===== config.mk =====
export PLATFORM = sky130hd
export DESIGN_NAME = pal_cfg_loader_flat
export DESIGN_NICKNAME = d
export VERILOG_FILES = /design/src/rtl/pal_cfg_loader_if.sv /design/src/rtl/pal_cfg_loader.sv /design/src/flat_wrapper.sv
export SDC_FILE = /design/constraint.sdc
export NUM_CORES = 1
export LEC_CHECK = 0
export CAP_MARGIN = 10
export CORE_AREA = 2 2 155 96
export CTS_CLUSTER_DIAMETER = 200
export DETAILED_ROUTE_END_ITERATION = 12
export DIE_AREA = 0 0 157 98
export PLACE_DENSITY = 0.67
export SYNTH_ARGS = -nofsm -noshare
export SYNTH_HDL_FRONTEND = slang
export SYNTH_SLANG_ARGS = --single-unit

===== constraint.sdc =====
create_clock -name clk -period 6.55 [get_ports clk]
set_clock_uncertainty 0.1 [all_clocks]
set_input_delay 1.31 -clock clk [delete_from_list [all_inputs] [get_ports clk]]
set_output_delay 1.31 -clock clk [all_outputs]
set_load 0.005 [all_outputs]

===== src/rtl/pal_cfg_loader_if.sv =====
// Configuration bus between the frame source and the PAL configuration loader.
interface pal_cfg_loader_if #(
  parameter int CFG_W = 64
);
  logic             cfg_en;
  logic             cfg_shift;
  logic             cfg_sdi;
  logic [CFG_W-1:0] cfg_out;
  logic             cfg_sdo;
  logic             cfg_valid;
  logic             cfg_done;
  logic             cfg_err;
  logic             busy;

  modport master (
    output cfg_en, cfg_shift, cfg_sdi,
    input  cfg_out, cfg_sdo, cfg_valid, cfg_done, cfg_err, busy
  );

  modport slave (
    input  cfg_en, cfg_shift, cfg_sdi,
    output cfg_out, cfg_sdo, cfg_valid, cfg_done, cfg_err, busy
  );
endinterface


===== src/rtl/pal_cfg_loader.sv =====
// Serial PAL configuration loader: shifts a frame into a shadow register and
// commits it to the active crosspoint register only when the frame is exactly CFG_W bits.
module pal_cfg_loader #(
  parameter int CFG_W = 64
) (
  input  logic               clk,
  input  logic               rst,
  pal_cfg_loader_if.slave    bus
);
  localparam int CNT_W = $clog2(CFG_W + 1);
  localparam logic [CNT_W-1:0] FULL = CNT_W'(CFG_W);

  typedef enum logic {
    IDLE  = 1'b0,
    SHIFT = 1'b1
  } state_t;

  state_t           state_q;
  logic [CFG_W-1:0] shadow_q;
  logic [CFG_W-1:0] active_q;
  logic [CNT_W-1:0] cnt_q;
  logic             ovf_q;
  logic             valid_q;
  logic             done_q;
  logic             err_q;
  logic             busy_q;

  always_ff @(posedge clk or posedge rst) begin
    if (rst) begin
      state_q  <= IDLE;
      shadow_q <= '0;
      active_q <= '0;
      cnt_q    <= '0;
      ovf_q    <= 1'b0;
      valid_q  <= 1'b0;
      done_q   <= 1'b0;
      err_q    <= 1'b0;
      busy_q   <= 1'b0;
    end else begin
      done_q <= 1'b0;
      case (state_q)
        IDLE: begin
          if (bus.cfg_en) begin
            state_q <= SHIFT;
            busy_q  <= 1'b1;
            ovf_q   <= 1'b0;
            err_q   <= 1'b0;
            if (bus.cfg_shift) begin
              shadow_q <= {shadow_q[CFG_W-2:0], bus.cfg_sdi};
              cnt_q    <= CNT_W'(1);
            end else begin
              cnt_q <= '0;
            end
          end
        end
        SHIFT: begin
          if (!bus.cfg_en) begin
            // Frame end: only an exact-length frame reaches the array.
            state_q <= IDLE;
            busy_q  <= 1'b0;
            if (cnt_q == FULL && !ovf_q) begin
              active_q <= shadow_q;
              valid_q  <= 1'b1;
              done_q   <= 1'b1;
            end else begin
              err_q <= 1'b1;
            end
          end else if (bus.cfg_shift) begin
            shadow_q <= {shadow_q[CFG_W-2:0], bus.cfg_sdi};
            if (cnt_q == FULL) begin
              ovf_q <= 1'b1;
            end else begin
              cnt_q <= cnt_q + CNT_W'(1);
            end
          end
        end
        default: state_q <= IDLE;
      endcase
    end
  end

  assign bus.cfg_out   = active_q;
  assign bus.cfg_sdo   = shadow_q[CFG_W-1];
  assign bus.cfg_valid = valid_q;
  assign bus.cfg_done  = done_q;
  assign bus.cfg_err   = err_q;
  assign bus.busy      = busy_q;
endmodule


===== src/flat_wrapper.sv =====
// flat-port wrapper written by rule: the top's interface ports become plain ports
module pal_cfg_loader_flat 
#(
  parameter int CFG_W = 64
)
  (clk, rst, bus_cfg_en, bus_cfg_shift, bus_cfg_sdi, bus_cfg_out, bus_cfg_sdo, bus_cfg_valid, bus_cfg_done, bus_cfg_err, bus_busy);
  pal_cfg_loader_if #(.CFG_W(CFG_W)) bus_i ();
  input  logic clk;
  input  logic rst;
  input wire logic [$bits(bus_i.cfg_en)-1:0] bus_cfg_en;
  input wire logic [$bits(bus_i.cfg_shift)-1:0] bus_cfg_shift;
  input wire logic [$bits(bus_i.cfg_sdi)-1:0] bus_cfg_sdi;
  output wire logic [$bits(bus_i.cfg_out)-1:0] bus_cfg_out;
  output wire logic [$bits(bus_i.cfg_sdo)-1:0] bus_cfg_sdo;
  output wire logic [$bits(bus_i.cfg_valid)-1:0] bus_cfg_valid;
  output wire logic [$bits(bus_i.cfg_done)-1:0] bus_cfg_done;
  output wire logic [$bits(bus_i.cfg_err)-1:0] bus_cfg_err;
  output wire logic [$bits(bus_i.busy)-1:0] bus_busy;
  assign bus_i.cfg_en = bus_cfg_en;
  assign bus_i.cfg_shift = bus_cfg_shift;
  assign bus_i.cfg_sdi = bus_cfg_sdi;
  assign bus_cfg_out = bus_i.cfg_out;
  assign bus_cfg_sdo = bus_i.cfg_sdo;
  assign bus_cfg_valid = bus_i.cfg_valid;
  assign bus_cfg_done = bus_i.cfg_done;
  assign bus_cfg_err = bus_i.cfg_err;
  assign bus_busy = bus_i.busy;
  pal_cfg_loader #(.CFG_W(CFG_W)) u_core (.clk(clk), .rst(rst), .bus(bus_i));
endmodule

======== Word-level counts from Yosys, hierarchy flattened ========
Index checks and enable logic that the tools add are counted.
cells by class
  add/subtract/negate cells ............... 1
  equal/unequal tests ..................... 8
  multiplexer cells ....................... 23
  bitwise logic cells ..................... 2
  reduce and logical (&&, ||, !) cells .... 8
operator list
  cell                                                           count
  64-bit 2-to-1 mux                                              2
  7-bit 2-to-1 mux                                               4
  2-bit != test, second input constant                           7
  7-bit one-hot mux with 2 select lines                          1
  1-bit 2-to-1 mux                                               13
  4-bit AND reduction                                            2
  7-bit by 1-bit adder with 7-bit output, second input constant  1
  7-bit == test, second input constant                           1
  1-bit one-hot mux with 2 select lines                          3
  3-bit AND reduction                                            2
  2-bit AND reduction                                            2
  1-bit NOT                                                      2
  1-bit logical AND                                              1
  1-bit zero test                                                1
storage, ports and cells
  flip-flop bits (word level) ............. 141
  output and inout bits ................... 69

======== Depth between registers and ports, before layout ========
Gate-level depths: netlist (run 1).
  depth in word-level cells ............... 5
  depth in mapped cells ................... 7
  gate-level depth less buffers ........... 6

======== Worst setup path after synthesis (run 1) ========
OpenSTA, ideal clock, no wires.
  kind .................................... input -> register
  start ................................... input port bus_cfg_en
  end ..................................... register u_core.cnt_q[6]
  library setup time ...................... 0.121 ns
  data arrival time ....................... 2.283 ns
  data required time ...................... 6.329 ns
  setup slack ............................. 4.046 ns
  stages on the path ...................... 5
  buffers on the path ..................... 0
  path through ............................ inv_1 ha_1 or2_2 a31o_2 a22o_1
on the way
  cells in the longest elaborated chain, start to end .. 2
ends and longest elaborated chain
  item                               line                  source
  start: declaration                 flat_wrapper.sv:10    input wire logic [$bits(bus_i.cfg_en)-1:0] bus_cfg_en;
  2-bit != test (no line)            n/a
  4-bit AND reduction (no line) (*)  n/a
  end signal: assignment             pal_cfg_loader.sv:73  cnt_q <= cnt_q + CNT_W'(1);
  end: declaration                   pal_cfg_loader.sv:21  logic [CNT_W-1:0] cnt_q;
Mark *: on every way between the ends. The rest lies on a longest branch, timed or not.
A chain may end at the register's enable or synchronous reset.

======== Worst setup path after layout (run 1) ========
  start ................................... input port bus_cfg_en
  end ..................................... register u_core.active_q[60], in the netlist u_core.bus.cfg_out[60]
on the way
  cells in the longest elaborated chain, start to end .. 2
ends and longest elaborated chain
  item                           line                  source
  1-bit NOT (no line)            n/a
  3-bit AND reduction (no line)  n/a
  end signal: assignment         pal_cfg_loader.sv:62  active_q <= shadow_q;
  end: declaration               pal_cfg_loader.sv:20  logic [CFG_W-1:0] active_q;
Every way passes these cells.

==> metrics.yaml, run 1 <==
run_status:
  status: "complete, no violations"
grt:
  grt_use_met1: 0.206
  met2_usage: 0.200
  antenna_found_initial: 0
  grt_pass1_vias: 3206
  grt_util_all_layers: 0.141
  top_usage_layer: "met1"
  grt_max_degree: 101
  met3_usage: 0.0453
  grt_pass1_wl_um: 16900
  grt-ovfl-total: 0
yosys:
  ys_async_sr_fraction: 1.00
  synthCells: 346
  ys_types: 33
  synth.cell_area_sq_um: 5480
  syn_nets: 356
  yosysSeqAreaShare: 0.644
  syn_avg_cell_area_sq_um: 15.8
  ys_ff_latch: 141
  synth-edff-count: 0
  ys.flop_type: "dfrtp_1"
  yosysWarnings: 0
pwr:
  p_leak_nw: 3.39
  power_density_nw_per_um2: 294
  peakVddDrop_mv: 0.183
  power_mw: 2.06
sta:
  rsz0062_at_grt: "false"
  finalHoldViolations: 0
  slew_headroom: 0.393
  drv_slew: 0
  setup_slack_ps: 3390
  period_minus_slack_ps: 3160
  fmax_ghz: 0.316
  setup_viol: 0
  period_share: 0.483
  worst_pin_slew_ps: 911
  fin_tns_setup_ps: 0
detailed_routing:
  ant_nets: 0
  wire_per_inst_um: 15.7
  drt-initial-drc-count: 176
  drt-pass1-iter-count: 4
  vias: 3031
  routed_wl_um: 10000
  drc: 0
  vias_per_cell: 4.76
die:
  core-area_sq_um: 14100
  start_util: 0.389
  die_area_sq_um: 15400
  rows: 34
  fp.dieW_um: 157
  design.portCount: 74
  fp.dieH_um: 98
cts:
  cts.repair.resized: 0
  cts-htree-levels: 4
  clk_pin_slew_ps: 60
  cts_tree: "built"
  cts_root_buf: "clkbuf_16"
  cts_buffers: 17
  cts_hold_buf: 0
  cts_setup_buffers: 0
  cts_buffer_depth: 2
  clk_latency_ps: 410
  numClockSinks: 141
setup_path:
  worst-setup-path-type: "in -> reg"
  rr_worst_depth: 4
  worstPathArrival_ps: 3350
  endpoint_kind: "register"
  setup.worst_path.start_class: "primary input"
  critPathMaxFanout: 66
  cp.required_ps: 6740
placement:
  gp_congestion: 0.722
  dpl_worst_slack_ps: 2940
  hpwlAfterDp_um: 6120
  port_buffers: 73
cells_and_area:
  diodes: 0
  final_layout_size_suffix_gt1_frac: 0.303
  area_delta_synth_final_pct: 27.7
  final_cell_mix: "dfrtp_1 (141), mux2_2 (91), clkdlybuf4s50_1 (73)"
  finalNetCount: 437
  layout_commonest_cell: "dfrtp_1"
hold_path:
  hold_path_class: "reg -> reg"
  whs_path_depth: 1
flow_run:
  maxCapViolations: 0
[critical path, stage by stage]
cell             delay (ps)
clkdlybuf4s50_1         570
nor4_4                  270
buf_4                   720
mux2_2                  420
[cells in the mapped netlist, drive strengths merged, types with 3 or more instances]
cell type / count / area [sq um]
buf: 8 / 67.6
nor4: 3 / 48.8
o21ai: 7 / 35.0
nand3: 3 / 20.0
a31oi: 3 / 18.8
mux2: 129 / 1450
nand2: 7 / 26.3
dfrtp: 141 / 3530
clkbuf: 6 / 22.5
inv: 5 / 18.8
a21oi: 4 / 20.0
nor2: 7 / 26.3
ha: 5 / 62.6
[cell type report]
class / instances / area, sq um
multi-input cells: 185 / 1840
well taps: 198 / 248
clock inverters: 11 / 133
inverters: 6 / 27.5
clock buffers: 20 / 467
fillers: 1207 / 7080
repair buffers: 76 / 753
flip-flops and latches: 141 / 3530
[sequential cells by signal (all words and copies together) (netlist names)]
register and count:
u_core.bus.cfg_valid 1, u_core.ovf_q 1, u_core.bus.cfg_done 1, u_core.bus.cfg_err 1
u_core.bus.busy 1, u_core.bus.cfg_out 64, u_core.shadow_q 64, u_core.state_q 1
u_core.cnt_q 7
[logic make-up after synthesis]
family / count (synthesis) / share of synthesized area
buffers and inverters: 20 / 0.0205
AOI/OAI and AO/OA: 21 / 0.0237
DFF: 141 / 0.644
adders and majority gates: 5 / 0.0114
and+or+nand+nor: 28 / 0.0320
muxes: 131 / 0.269
[where the power goes]
part | internal [mW] | switching (mW) | leakage (nW)
registers | 0.925 | 0.0510 | 1.93
logic | 0.0620 | 0.0559 | 1.18
clock network | 0.593 | 0.371 | 0.278
total | 1.58 | 0.478 | 3.39
[stage by stage]
step | hold slack (ps) | cells | area, sq um | utilization
2_1_floorplan | 365 | 346 | 5480 | -
3_3_place_gp | 364 | 606 | 6400 | 0.455
3_5_place_dp | 362 | 606 | 6400 | 0.455
4_1_cts | 375 | 637 | 7000 | 0.497
5_1_grt | 400 | 637 | 7000 | 0.497
6_report | 366 | 637 | 7000 | 0.497
[per-layer routing]
layer / vias up / share of wire
li1: 1401 / -
met1: 1547 / 0.51
met2: 75 / 0.43
met3: 8 / 0.055
met4: 0 / 0.0082
met5: - / 0
[final timing paths]
path	start	endpoint	slack [ps]
setup / recovery	bus_cfg_en	u_core.bus.cfg_out[60]$_DFFE_PP0P_	3390
hold reg to reg	u_core.bus.cfg_valid$_DFFE_PP0P_	u_core.bus.cfg_valid$_DFFE_PP0P_	370
setup reg to reg	u_core.state_q$_DFF_PP0_	u_core.bus.cfg_out[60]$_DFFE_PP0P_	3820
min in group asynchronous	rst	u_core.bus.cfg_out[19]$_DFFE_PP0P_	1350
hold / removal	u_core.bus.cfg_valid$_DFFE_PP0P_	u_core.bus.cfg_valid$_DFFE_PP0P_	370
max in group asynchronous	rst	u_core.shadow_q[14]$_DFFE_PP0P_	3850
Note: power is estimated with default switching activity, not from simulation.
==> inputs of run 2 (changes only) <==
- clock period: 6.55 -> 3.2 ns (I/O delays scaled with it)
==> run 2 against run 1 <==
  * First-iteration DRC count decreased by 30%
  * Worst setup slack worse by 2700 ps
  * Utilization is 0.64 points higher
  * Clock power is 120% higher
  * Count of clock-buffer cells in the layout shrank 2
  * Critical endpoint is now u_core.bus.cfg_out[29]$_DFFE_PP0P_
  * Flip-flop and latch count stayed put
  * Total power up 110%
==> metrics.yaml, run 2 (synthesis gave the netlist of run 1 again) <==
run_status:
  status: "complete, no violations"
setup_path:
  slowest_stage: "dfrtp_1"
  critical_path.max_stage_delay_ps: 620
  worstPathArrival_ps: 2700
  endpoint_kind: "register"
  worst-setup-path-type: "reg -> reg"
  critPathMaxFanout: 31
  setup.worst_path.start_class: "register"
  cp_cell_sequence: "clkinv_1 -> nor4_4 -> buf_4 -> mux2_1"
  cp.required_ps: 3380
cells_and_area:
  layout_commonest_cell: "dfrtp_1"
  diodes: 0
  final_cell_mix: "dfrtp_1 (141), mux2_2 (91), clkdlybuf4s50_1 (73)"
  finalNetCount: 438
  area_delta_synth_final_pct: 29.3
  utilization: 0.503
  final_layout_size_suffix_gt1_frac: 0.306
  stdcell_count: 639
  fillCellCount: 1206
  stdcell_area_sq_um: 7090
cts:
  clk_latency_ps: 410
  cts_buffers: 17
  cts_hold_buf: 0
  numClockSinks: 141
  cts_setup_buffers: 0
  cts_buffer_depth: 2
  clk_pin_slew_ps: 60
  cts.repair.resized: 0
  cts-htree-levels: 4
  cts_tree: "built"
  cts_root_buf: "clkbuf_16"
sta:
  drv_slew: 0
  finalHoldViolations: 0
  slew_headroom: 0.517
  period_share: 0.788
  worst_pin_slew_ps: 725
  period_minus_slack_ps: 2520
  rsz0062_at_grt: "false"
  fmax_ghz: 0.396
  fin_tns_setup_ps: 0
  setup_viol: 0
detailed_routing:
  drt-initial-drc-count: 124
  routed_wl_um: 10100
  vias_per_cell: 4.73
  drt-pass1-iter-count: 4
  ant_nets: 0
  vias: 3020
  wire_per_inst_um: 15.8
  drc: 0
pwr:
  p_leak_nw: 3.42
  peakVddDrop_mv: 0.337
  power_mw: 4.36
  power_density_nw_per_um2: 615
flow_run:
  maxCapViolations: 0
placement:
  dpl_cell_area_sq_um: 6440
  hpwlAfterDp_um: 6160
  placed_cells: 607
  gp_congestion: 0.762
  port_buffers: 73
die:
  fp.dieH_um: 98
  fp.dieW_um: 157
  rows: 34
  core-area_sq_um: 14100
  design.portCount: 74
  die_area_sq_um: 15400
  start_util: 0.389
grt:
  grt_util_all_layers: 0.145
  grt-ovfl-total: 0
  grt_pass1_vias: 3320
  grt_max_degree: 142
  antenna_found_initial: 0
  grt_pass1_wl_um: 17500
hold_path:
  hold_path_class: "reg -> reg"
[run 2: critical path, delay by kind of cell, from the launching register on]
family	cells	cell delay [ps]
muxes	1	380
and+or+nand+nor	1	440
buffers and inverters	2	840
DFF	1	620
[run 2: per-layer routing]
layer,share of wire,wire (um),up-vias,global-route usage
li1,-,-,1408,-
met1,0.48,4880,1546,0.196
met2,0.46,4680,62,0.221
met3,0.048,482,4,0.0488
met4,0.0044,44,0,0.0445
met5,0,0,-,0
[run 2: final timing paths]
check                                                 start  slack (ps)  depth (start not counted)                            endpoint
max                                u_core.state_q$_DFF_PP0_         680                          4  u_core.bus.cfg_out[29]$_DFFE_PP0P_
min                        u_core.bus.cfg_valid$_DFFE_PP0P_         380                          1    u_core.bus.cfg_valid$_DFFE_PP0P_
max reg2reg                        u_core.state_q$_DFF_PP0_         680                          4  u_core.bus.cfg_out[29]$_DFFE_PP0P_
min reg2reg                u_core.bus.cfg_valid$_DFFE_PP0P_         380                          1    u_core.bus.cfg_valid$_DFFE_PP0P_
max in group asynchronous                               rst        1760                          3  u_core.bus.cfg_out[62]$_DFFE_PP0P_
min in group asynchronous                               rst         720                          3  u_core.bus.cfg_out[24]$_DFFE_PP0P_
[run 2: power by group]
part | switching (mW) | total [mW] | internal (mW) | leakage (nW)
logic | 0.114 | 0.244 | 0.130 | 1.19
registers | 0.0977 | 1.99 | 1.89 | 1.93
clock network | 0.782 | 2.12 | 1.34 | 0.299
[run 2: stage by stage]
stage	hold WS, ps	setup slack (ps)
6_report	380	677
3_5_place_dp	355	450
5_1_grt	404	561
3_3_place_gp	355	569
2_1_floorplan	365	697
4_1_cts	377	691
[run 2: layout make-up]
type,count,area (sq um),area share
sequential,141,3530,0.498
inverter,6,26.3,0.00371
tap,198,248,0.0349
clock inverter,14,206,0.0291
multi-input combinational,185,1840,0.260
clock buffer,18,439,0.0619
timing repair buffer,77,798,0.113
